`src/rtl/calc_seq_ctrl_if.sv`:
```
// ALU handshake bundle between the calculator sequencer (master) and the ALU (slave).
interface calc_seq_ctrl_if;
    logic        alu_start;
    logic [2:0]  alu_func;
    logic [7:0]  alu_a;
    logic [7:0]  alu_b;
    logic        alu_done;
    logic [31:0] alu_result;

    modport master (
        output alu_start, alu_func, alu_a, alu_b,
        input  alu_done, alu_result
    );

    modport slave (
        input  alu_start, alu_func, alu_a, alu_b,
        output alu_done, alu_result
    );
endinterface

```
`src/rtl/calc_seq_ctrl.sv`:
```
// Calculator sequencer: debounced button press launches one ALU operation,
// waits for completion or timeout, and holds the result for the display.
module calc_seq_ctrl #(
    parameter int DEB_CYCLES = 500000,
    parameter int TIMEOUT    = 64
) (
    input  logic                  clk_g,
    input  logic                  rst,
    input  logic                  button,
    input  logic [2:0]            func,
    input  logic [7:0]            num1,
    input  logic [7:0]            num2,
    calc_seq_ctrl_if.master       alu,
    output logic [31:0]           cal_result,
    output logic                  result_valid,
    output logic                  err,
    output logic                  busy
);

    localparam int DW = (DEB_CYCLES > 1) ? $clog2(DEB_CYCLES) : 1;
    localparam int TW = (TIMEOUT > 1) ? $clog2(TIMEOUT) : 1;
    localparam logic [DW-1:0] DEB_LAST  = DW'(DEB_CYCLES - 1);
    localparam logic [TW-1:0] WAIT_LAST = TW'(TIMEOUT - 1);

    typedef enum logic [1:0] {S_IDLE, S_START, S_WAIT} state_t;

    state_t          state_q, state_d;
    logic            sync1_q, sync2_q;
    logic            deb_level_q, deb_level_d;
    logic [DW-1:0]   deb_cnt_q, deb_cnt_d;
    logic            press_q, press_d;
    logic [TW-1:0]   wait_cnt_q, wait_cnt_d;
    logic [2:0]      alu_func_q, alu_func_d;
    logic [7:0]      alu_a_q, alu_a_d;
    logic [7:0]      alu_b_q, alu_b_d;
    logic [31:0]     cal_result_q, cal_result_d;
    logic            err_q, err_d;
    logic            result_valid_q, result_valid_d;
    logic            req_valid;

    always_ff @(posedge clk_g) begin
        if (rst) begin
            state_q        <= S_IDLE;
            sync1_q        <= 1'b0;
            sync2_q        <= 1'b0;
            deb_level_q    <= 1'b0;
            deb_cnt_q      <= '0;
            press_q        <= 1'b0;
            wait_cnt_q     <= '0;
            alu_func_q     <= '0;
            alu_a_q        <= '0;
            alu_b_q        <= '0;
            cal_result_q   <= '0;
            err_q          <= 1'b0;
            result_valid_q <= 1'b0;
        end else begin
            state_q        <= state_d;
            sync1_q        <= button;
            sync2_q        <= sync1_q;
            deb_level_q    <= deb_level_d;
            deb_cnt_q      <= deb_cnt_d;
            press_q        <= press_d;
            wait_cnt_q     <= wait_cnt_d;
            alu_func_q     <= alu_func_d;
            alu_a_q        <= alu_a_d;
            alu_b_q        <= alu_b_d;
            cal_result_q   <= cal_result_d;
            err_q          <= err_d;
            result_valid_q <= result_valid_d;
        end
    end

    // Any cycle where the synchronized input agrees with the level restarts the count.
    always_comb begin
        deb_level_d = deb_level_q;
        deb_cnt_d   = '0;
        if (sync2_q != deb_level_q) begin
            if (deb_cnt_q == DEB_LAST) begin
                deb_level_d = sync2_q;
            end else begin
                deb_cnt_d = deb_cnt_q + DW'(1);
            end
        end
        press_d = deb_level_d & ~deb_level_q;
    end

    assign req_valid = (func <= 3'b101) && !((func == 3'b011) && (num2 == 8'd0));

    always_comb begin
        state_d        = state_q;
        wait_cnt_d     = wait_cnt_q;
        alu_func_d     = alu_func_q;
        alu_a_d        = alu_a_q;
        alu_b_d        = alu_b_q;
        cal_result_d   = cal_result_q;
        err_d          = err_q;
        result_valid_d = 1'b0;
        case (state_q)
            S_IDLE: begin
                if (press_q) begin
                    if (req_valid) begin
                        alu_func_d = func;
                        alu_a_d    = num1;
                        alu_b_d    = num2;
                        state_d    = S_START;
                    end else begin
                        cal_result_d   = '0;
                        err_d          = 1'b1;
                        result_valid_d = 1'b1;
                    end
                end
            end
            S_START: begin
                wait_cnt_d = '0;
                state_d    = S_WAIT;
            end
            S_WAIT: begin
                // Completion wins over a timeout landing in the same cycle.
                if (alu.alu_done) begin
                    cal_result_d   = alu.alu_result;
                    err_d          = 1'b0;
                    result_valid_d = 1'b1;
                    state_d        = S_IDLE;
                end else if (wait_cnt_q == WAIT_LAST) begin
                    err_d          = 1'b1;
                    result_valid_d = 1'b1;
                    state_d        = S_IDLE;
                end else begin
                    wait_cnt_d = wait_cnt_q + TW'(1);
                end
            end
            default: state_d = S_IDLE;
        endcase
    end

    always_comb begin
        alu.alu_start = (state_q == S_START);
        busy          = (state_q != S_IDLE);
    end

    assign alu.alu_func  = alu_func_q;
    assign alu.alu_a     = alu_a_q;
    assign alu.alu_b     = alu_b_q;
    assign cal_result    = cal_result_q;
    assign err           = err_q;
    assign result_valid  = result_valid_q;

endmodule

```
`src/flat_wrapper.sv`:
```
// flat-port wrapper written by rule: the top's interface ports become plain ports
module calc_seq_ctrl_flat 
#(
    parameter int DEB_CYCLES = 500000,
    parameter int TIMEOUT    = 64
)
  (clk_g, rst, button, func, num1, num2, cal_result, result_valid, err, busy, alu_alu_start, alu_alu_func, alu_alu_a, alu_alu_b, alu_alu_done, alu_alu_result);
  calc_seq_ctrl_if alu_i ();
  input  logic clk_g;
  input  logic rst;
  input  logic button;
  input  logic [2:0] func;
  input  logic [7:0] num1;
  input  logic [7:0] num2;
  output logic [31:0] cal_result;
  output logic result_valid;
  output logic err;
  output logic busy;
  output wire logic [$bits(alu_i.alu_start)-1:0] alu_alu_start;
  output wire logic [$bits(alu_i.alu_func)-1:0] alu_alu_func;
  output wire logic [$bits(alu_i.alu_a)-1:0] alu_alu_a;
  output wire logic [$bits(alu_i.alu_b)-1:0] alu_alu_b;
  input wire logic [$bits(alu_i.alu_done)-1:0] alu_alu_done;
  input wire logic [$bits(alu_i.alu_result)-1:0] alu_alu_result;
  assign alu_alu_start = alu_i.alu_start;
  assign alu_alu_func = alu_i.alu_func;
  assign alu_alu_a = alu_i.alu_a;
  assign alu_alu_b = alu_i.alu_b;
  assign alu_i.alu_done = alu_alu_done;
  assign alu_i.alu_result = alu_alu_result;
  calc_seq_ctrl #(.DEB_CYCLES(DEB_CYCLES), .TIMEOUT(TIMEOUT)) u_core (.clk_g(clk_g), .rst(rst), .button(button), .func(func), .num1(num1), .num2(num2), .alu(alu_i), .cal_result(cal_result), .result_valid(result_valid), .err(err), .busy(busy));
endmodule
```
`config.mk`:
```
export PLATFORM = sky130hd
export DESIGN_NAME = calc_seq_ctrl_flat
export DESIGN_NICKNAME = d
export VERILOG_FILES = /design/src/rtl/calc_seq_ctrl_if.sv /design/src/rtl/calc_seq_ctrl.sv /design/src/flat_wrapper.sv
export SDC_FILE = /design/constraint.sdc
export NUM_CORES = 1
export LEC_CHECK = 0
export ABC_CLOCK_PERIOD_IN_PS = 2400
export BUFFER_PORTS_ARGS = -buffer_cell sky130_fd_sc_hd__buf_2
export CORE_MARGIN = 5
export CORE_UTILIZATION = 29
export DETAILED_ROUTE_END_ITERATION = 6
export MAX_ROUTING_LAYER = met4
export SKIP_CTS_REPAIR_TIMING = 1
export SYNTH_ARGS = -nofsm -noshare
export SYNTH_HDL_FRONTEND = slang
export SYNTH_SLANG_ARGS = --single-unit
export TNS_END_PERCENT = 10
```
`constraint.sdc`:
```
create_clock -name clk_g -period 2.4 [get_ports clk_g]
set_input_delay 0.48 -clock clk_g [delete_from_list [all_inputs] [get_ports clk_g]]
set_output_delay 0.48 -clock clk_g [all_outputs]
set_load 0.02 [all_outputs]
```
Yosys cells after proc, flatten, opt, wreduce, memory -nomap -nowiden. Index checks and enable logic that the tools add are counted.

Bits in latches: 0. Memories kept: 0. Memory bits (read-only): 0. Flip-flop bits (word level): 84. Bits in writable memories: 0. Output and inout port bits: 55.

Shift-type cells: 0. Multipliers: 0. Add/subtract/negate cells: 2. Reduce and logical (&&, ||, !) cells: 14. Order comparisons: 1. Div/mod/pow operators: 0. Bitwise gates (word level): 3. Mux-type cells: 24. Eq/ne operators: 13.

Operators by type and width (count): 32-bit two-way mux (3); 32-bit case mux with 2 select lines (1); 19-bit by 1-bit adder with 19-bit output, second input constant (1); 19-bit equality test, second input constant (1); 6-bit two-way mux (2); 6-bit case mux with 2 select lines (1); 1-bit two-way mux (10); 3-bit AND reduction (3); 8-bit logical NOT (1); 2-bit two-way mux (4); 2-bit != test, second input constant (4); 4-bit AND reduction (2); 6-bit by 1-bit adder with 6-bit output, second input constant (1); 6-bit equality test, second input constant (1); 2-bit case mux with 3 select lines (1); 2-bit nonzero test (3); 2-bit by 1-bit != test with 1-bit output, second input constant (2); 1-bit case mux with 2 select lines (2); 3-bit by 2-bit equality test with 1-bit output, second input constant (1); 3-bit less-or-equal comparator, second input constant (1); 3-bit by 2-bit != test with 1-bit output, second input constant (1); 3-bit OR reduction (1); 2-bit by 1-bit equality test with 1-bit output, second input constant (1); 2-bit equality test, second input constant (1); 6 further kinds (8).

Logic depth before layout (Yosys ltp).
Depth in word-level cells: 7. Depth in mapped cells: 7. Mapped depth without buffers: 5.

Worst setup path before layout. OpenSTA, ideal clock, no wires.

Kind: reg2reg. Start point: register u_core.deb_cnt_q[6]. End point: register u_core.deb_cnt_q[16]. Period minus slack after synthesis: 1.654 ns. Data required time: 2.285 ns. Cell stages (with the launch flop): 7. Buffers on the path: 2. Library setup time: 0.115 ns. Slack: 0.746 ns. Arrival time: 1.540 ns. Cell sequence: dfxtp_1 > clkbuf_2 > nor4b_1 > nand4_1 > o211ai_2 > buf_6 > nor2_1.

Cells in the longest elaborated chain, start to end: 2.

RTL lines: start, declared (line calc_seq_ctrl.sv:30) `logic [DW-1:0] deb_cnt_q, deb_cnt_d;`; start signal, assigned (line calc_seq_ctrl.sv:61) `deb_cnt_q <= deb_cnt_d;`; parallel branches: the longest is 2 deep, another holds 19-bit by 1-bit adder with 19-bit output.

Several ways; the timed one is not identified. A chain may end at the register's enable or synchronous reset.

Worst setup path after layout.
Start point: register u_core.state_q[1]. End point: output port alu_alu_start.

Cells in the longest elaborated chain, start to end: 1.

RTL lines: start, declared (line calc_seq_ctrl.sv:27) `state_t state_q, state_d;`; start signal, assigned (line calc_seq_ctrl.sv:57) `state_q <= state_d;`; 2-bit by 1-bit equality test with 1-bit output (line calc_seq_ctrl.sv:137) `alu.alu_start = (state_q == S_START);`; end, declared (line flat_wrapper.sv:19) `output wire logic [$bits(alu_i.alu_start)-1:0] alu_alu_start;`.

Every way passes these cells.

==> results by stage <==
Clocking:
- The CTS buffer count is 9.
- After clock tree synthesis, the clock-pin slew on the worst setup and hold paths is 60 ps.
- The library cell used as clock root buffer is clkbuf_16.
- The number of sinks on the clock net is 84.
- TritonCTS built the clock tree.
- In this run the number of H-tree levels came out at 3.
- The clock reaches the later pin of the worst-skew pair after 330 ps.
- The maximum clock path buffer count is 2.

GRT:
- The total grt overflow is 0.
- Global routing consumed, over all layers together, 13.08% of the routing resources.
- The number of global-route vias before repair is 3063.
- The number of antenna violations at the first check in global routing is 0.
- Entering global routing, the biggest net connects 43 pins.
- The first global-routing pass estimated 14.89 mm of wire.

Setup path:
- The critical path's top delay family is flip-flops.
- The signal arrival time at the worst endpoint is 1440 ps.
- STA classifies the critical path endpoint as an output pin.
- STA puts the critical path data required time at 1920 ps.
- The worst setup path is of the register to output pin kind.
- The slowest stage of the critical path is the dfxtp_1 cell.
- Along the worst path, the maximum fanout reaches 11.
- The reg2reg setup slack is 650 ps.
- The buffer and inverter count on the worst path is 2.
- The startpoint type of the worst setup path is a register.
- Traced cell by cell, the critical path runs through nand2b_1 -> inv_1 -> buf_2.
- For this run, the slowest stage of the critical path takes 520 ps.

Detailed routing:
- The met3 wirelength from detailed routing is 481 um.
- The count of nets left with antenna violations once routing finished came out at 0.
- The count of unresolved DRC violations after routing is 0.
- The routed via count divided by cell count is 4.798.
- The wire length on met2 is 4.517 mm.
- Wires add up to 9.257 mm.
- The detailed-routing wirelength on met1 is 4.116 mm.
- The uppermost layer routed is met4.
- After the first detailed-routing iteration, the DRC count stood at 205.
- The wire length per cell after detailed routing is 13.86 um.
- The first-pass detailed-route iteration total is 4.
- The overall via count from detail_route is 3205.

Final layout:
- The number of antenna repair diodes is 0.
- Summing all multi-input logic gate instances after layout gives 1709 sq um.
- The number of inserted filler cells in the final layout is 1228.
- The area growth from synthesis to layout is 26.88%.
- The share of final-layout standard cells stronger than drive strength 1 is 26.68%.
- For this run, the post-layout net count is 573.
- The total non-filler cell area in the finished layout is 4466 sq um.
- Summing all flip-flop and latch instances after layout gives 1682 sq um.

Synth:
- The count of flip-flops with a built-in enable after synthesis is 0.
- The post-synthesis instance total is 416.
- The sequential element share of the synthesized area is 47.78%.
- In the synthesized netlist the dominant register cell turns out to be dfxtp_1.
- Counting flops with an async set or reset pin after synthesis yields a share of 0%.
- Counting distinct cell types in the post-synthesis netlist gives 46.
- The synthesized netlist net count is 473.
- For this run, the number of Yosys warnings is 0.
- The cell area that synthesis handed to floorplanning was 3520 sq um.
- Synthesis inferred 84 register bits.
- In this run the mean area of a mapped cell was 8.461 sq um.

STA:
- The smallest clock period supported by the final layout is computed as 1922 ps.
- The setup total negative slack is 0 ps.
- Dividing the final minimum period by the clock period gives 80.10%.
- Setup repair after global routing left no endpoint under its margin.
- The final number of max-transition violations is 0.
- In this run the tightest slew margin relative to its limit is 63.19%.
- The setup violation total in the final timing report is 0.
- The worst-case clock skew is 6.054 ps.
- The final count of hold timing violations came to 0.
- For the pin with the worst max-slew slack, the measured transition is 552.1 ps.
- The timing-limited maximum frequency is 520.2 MHz.

Floorplanning:
- The floorplan step defined a core boundary enclosing 11960 sq um.
- The die boundary height is 120.2 um.
- The row count is 40.
- The starting density of the core is 29.42%.
- The number of I/O pins is 110.
- The die is 120.2 um wide.
- The overall die area is 14440 sq um.

Status:
- The run finished with clean final reports.

Job:
- The number of maximum-capacitance violations is 0.

Power and ir drop:
- In this run the static leakage power is 1.768 nW.
- Across the VDD grid, the largest voltage drop is 303.4 uV.
- In this run the power density over the cells is 613.9 nW/um^2.

Min path:
- The worst hold path class is primary input to register.

Place:
- The area after detailed placement is 4204 sq um.
- In this run the tool buffered the top-level ports with 109 buffer cells.
- The final HPWL from detailed placement is 6.588 mm.
- The global placement routability congestion is 0.8249.
[cell usage in the layout (no fill, tap or decap), types with 2 or more instances in the layout]
| master | Yosys | layout |
|---|---|---|
| nor2b_1 | 7 | 6 |
| nand2_1 | 84 | 84 |
| and2_1 | 3 | 3 |
| o21ai_0 | 36 | 36 |
| inv_1 | 6 | 6 |
| buf_4 | 0 | 5 |
| or3_1 | 6 | 6 |
| o32ai_1 | 3 | 3 |
| clkinv_2 | 0 | 4 |
| a21oi_1 | 40 | 40 |
| nor2_1 | 23 | 23 |
| o31ai_1 | 2 | 2 |
| nand3_1 | 12 | 12 |
| xor2_1 | 6 | 6 |
| nand4_1 | 7 | 7 |
| nor3_1 | 3 | 3 |
| nor4b_1 | 4 | 4 |
| clkbuf_16 | 0 | 9 |
| xnor2_1 | 9 | 9 |
| and3_1 | 2 | 2 |
| mux2i_1 | 24 | 24 |
| dfxtp_1 | 84 | 84 |
| buf_2 | 4 | 109 |
| nor4_1 | 4 | 4 |
| clkbuf_1 | 20 | 2 |
| a31oi_1 | 3 | 2 |
| ha_1 | 2 | 2 |
[cell usage after synthesis, drive strengths merged, types with 2 or more instances]
master | instances | area share, %
inv | 6 | 0.64
mux2i | 24 | 6.8
and3 | 2 | 0.36
a21oi | 41 | 5.9
buf | 5 | 0.89
xnor2 | 9 | 2.2
a31oi | 3 | 0.53
o211ai | 2 | 0.57
and4 | 2 | 0.53
nand4 | 7 | 1.2
nor3 | 3 | 0.43
ha | 2 | 0.71
or3 | 7 | 1.4
nor4b | 4 | 1.0
clkbuf | 21 | 2.3
xor2 | 6 | 1.5
nand2 | 85 | 9.3
o21ai | 36 | 5.1
nor4 | 4 | 0.71
o31ai | 2 | 0.43
and2 | 3 | 0.53
or4 | 2 | 0.53
nor2b | 7 | 1.2
dfxtp | 84 | 48
o32ai | 3 | 0.75
nand3 | 13 | 2.0
nor2 | 23 | 2.5
[per-stage QoR]
step / power [mW] / std cells / hold slack, ps / setup WS, ps / util, %
after global routing: 2.862 / 668 / 368.3 / 347.9 / 37.33
final: 2.742 / 668 / 371.0 / 477.7 / 37.33
after floorplan: 1.475 / 416 / 413.8 / 745.6 / -
after CTS: 2.795 / 668 / 361.3 / 447.9 / 37.33
after detailed placement: 1.538 / 652 / 446.4 / 269.9 / 35.15
after global placement: 1.535 / 652 / 430.6 / 380.0 / 35.15
[registers in the layout, indices dropped and copies added (netlist names), 2 cells and up]
name / count
u_core.alu.alu_func: 3
u_core.state_q: 2
u_core.alu.alu_a: 8
u_core.alu.alu_b: 8
u_core.cal_result: 32
u_core.wait_cnt_q: 6
u_core.deb_cnt_q: 19
[layer usage]
layer,GRT usage [%],up-vias
met2,21.25,75
met5,-,-
li1,-,1633
met1,15.14,1488
met4,4.724,0
met3,4.288,9
[power breakdown]
part           internal, mW  leakage [nW]  switching [mW]
Clock                 0.695         0.133           0.540
Sequential             1.40         0.677         0.00126
Combinational        0.0467         0.959          0.0617
Total                  2.14          1.77           0.603
[final cells by class]
cell class                 instances  area share (%)
timing repair buffer             115           13.51
tap                              147           4.119
sequential                        84           37.66
clock buffer                      11           5.212
clock inverter                     5          0.6444
inverter                           7          0.5884
multi-input combinational        299           38.27
[cell families (layout without fill, tap and decap cells)]
kind of cell / Yosys count / in the layout / synth area share, %
buffers and inverters: 33 / 138 / 3.910
DFF: 84 / 84 / 47.78
AOI/OAI and AO/OA: 92 / 92 / 14.50
muxes: 24 / 24 / 6.825
and+or+nand+nor: 166 / 166 / 22.54
adders and majority gates: 2 / 2 / 0.7109
xor gates and xnor gates: 15 / 15 / 3.733
[path summary, 6_finish.rpt]
path | start | end | cells past startpoint
max reg2reg | u_core.deb_cnt_q[0] | u_core.deb_cnt_q[18] | 5
min reg2reg | u_core.sync1_q | u_core.sync2_q | 1
min | button | u_core.sync1_q | 2
max | u_core.state_q[1] | alu_alu_start | 3
[worst register-to-register path, cell delays in order, from the launching register on]
cell and delay (ps):
dfxtp_1 390, ha_1 250, and4_2 300, nand3_1 110
or4_1 490, a21oi_1 150
Power figures use the tool's default switching activity.
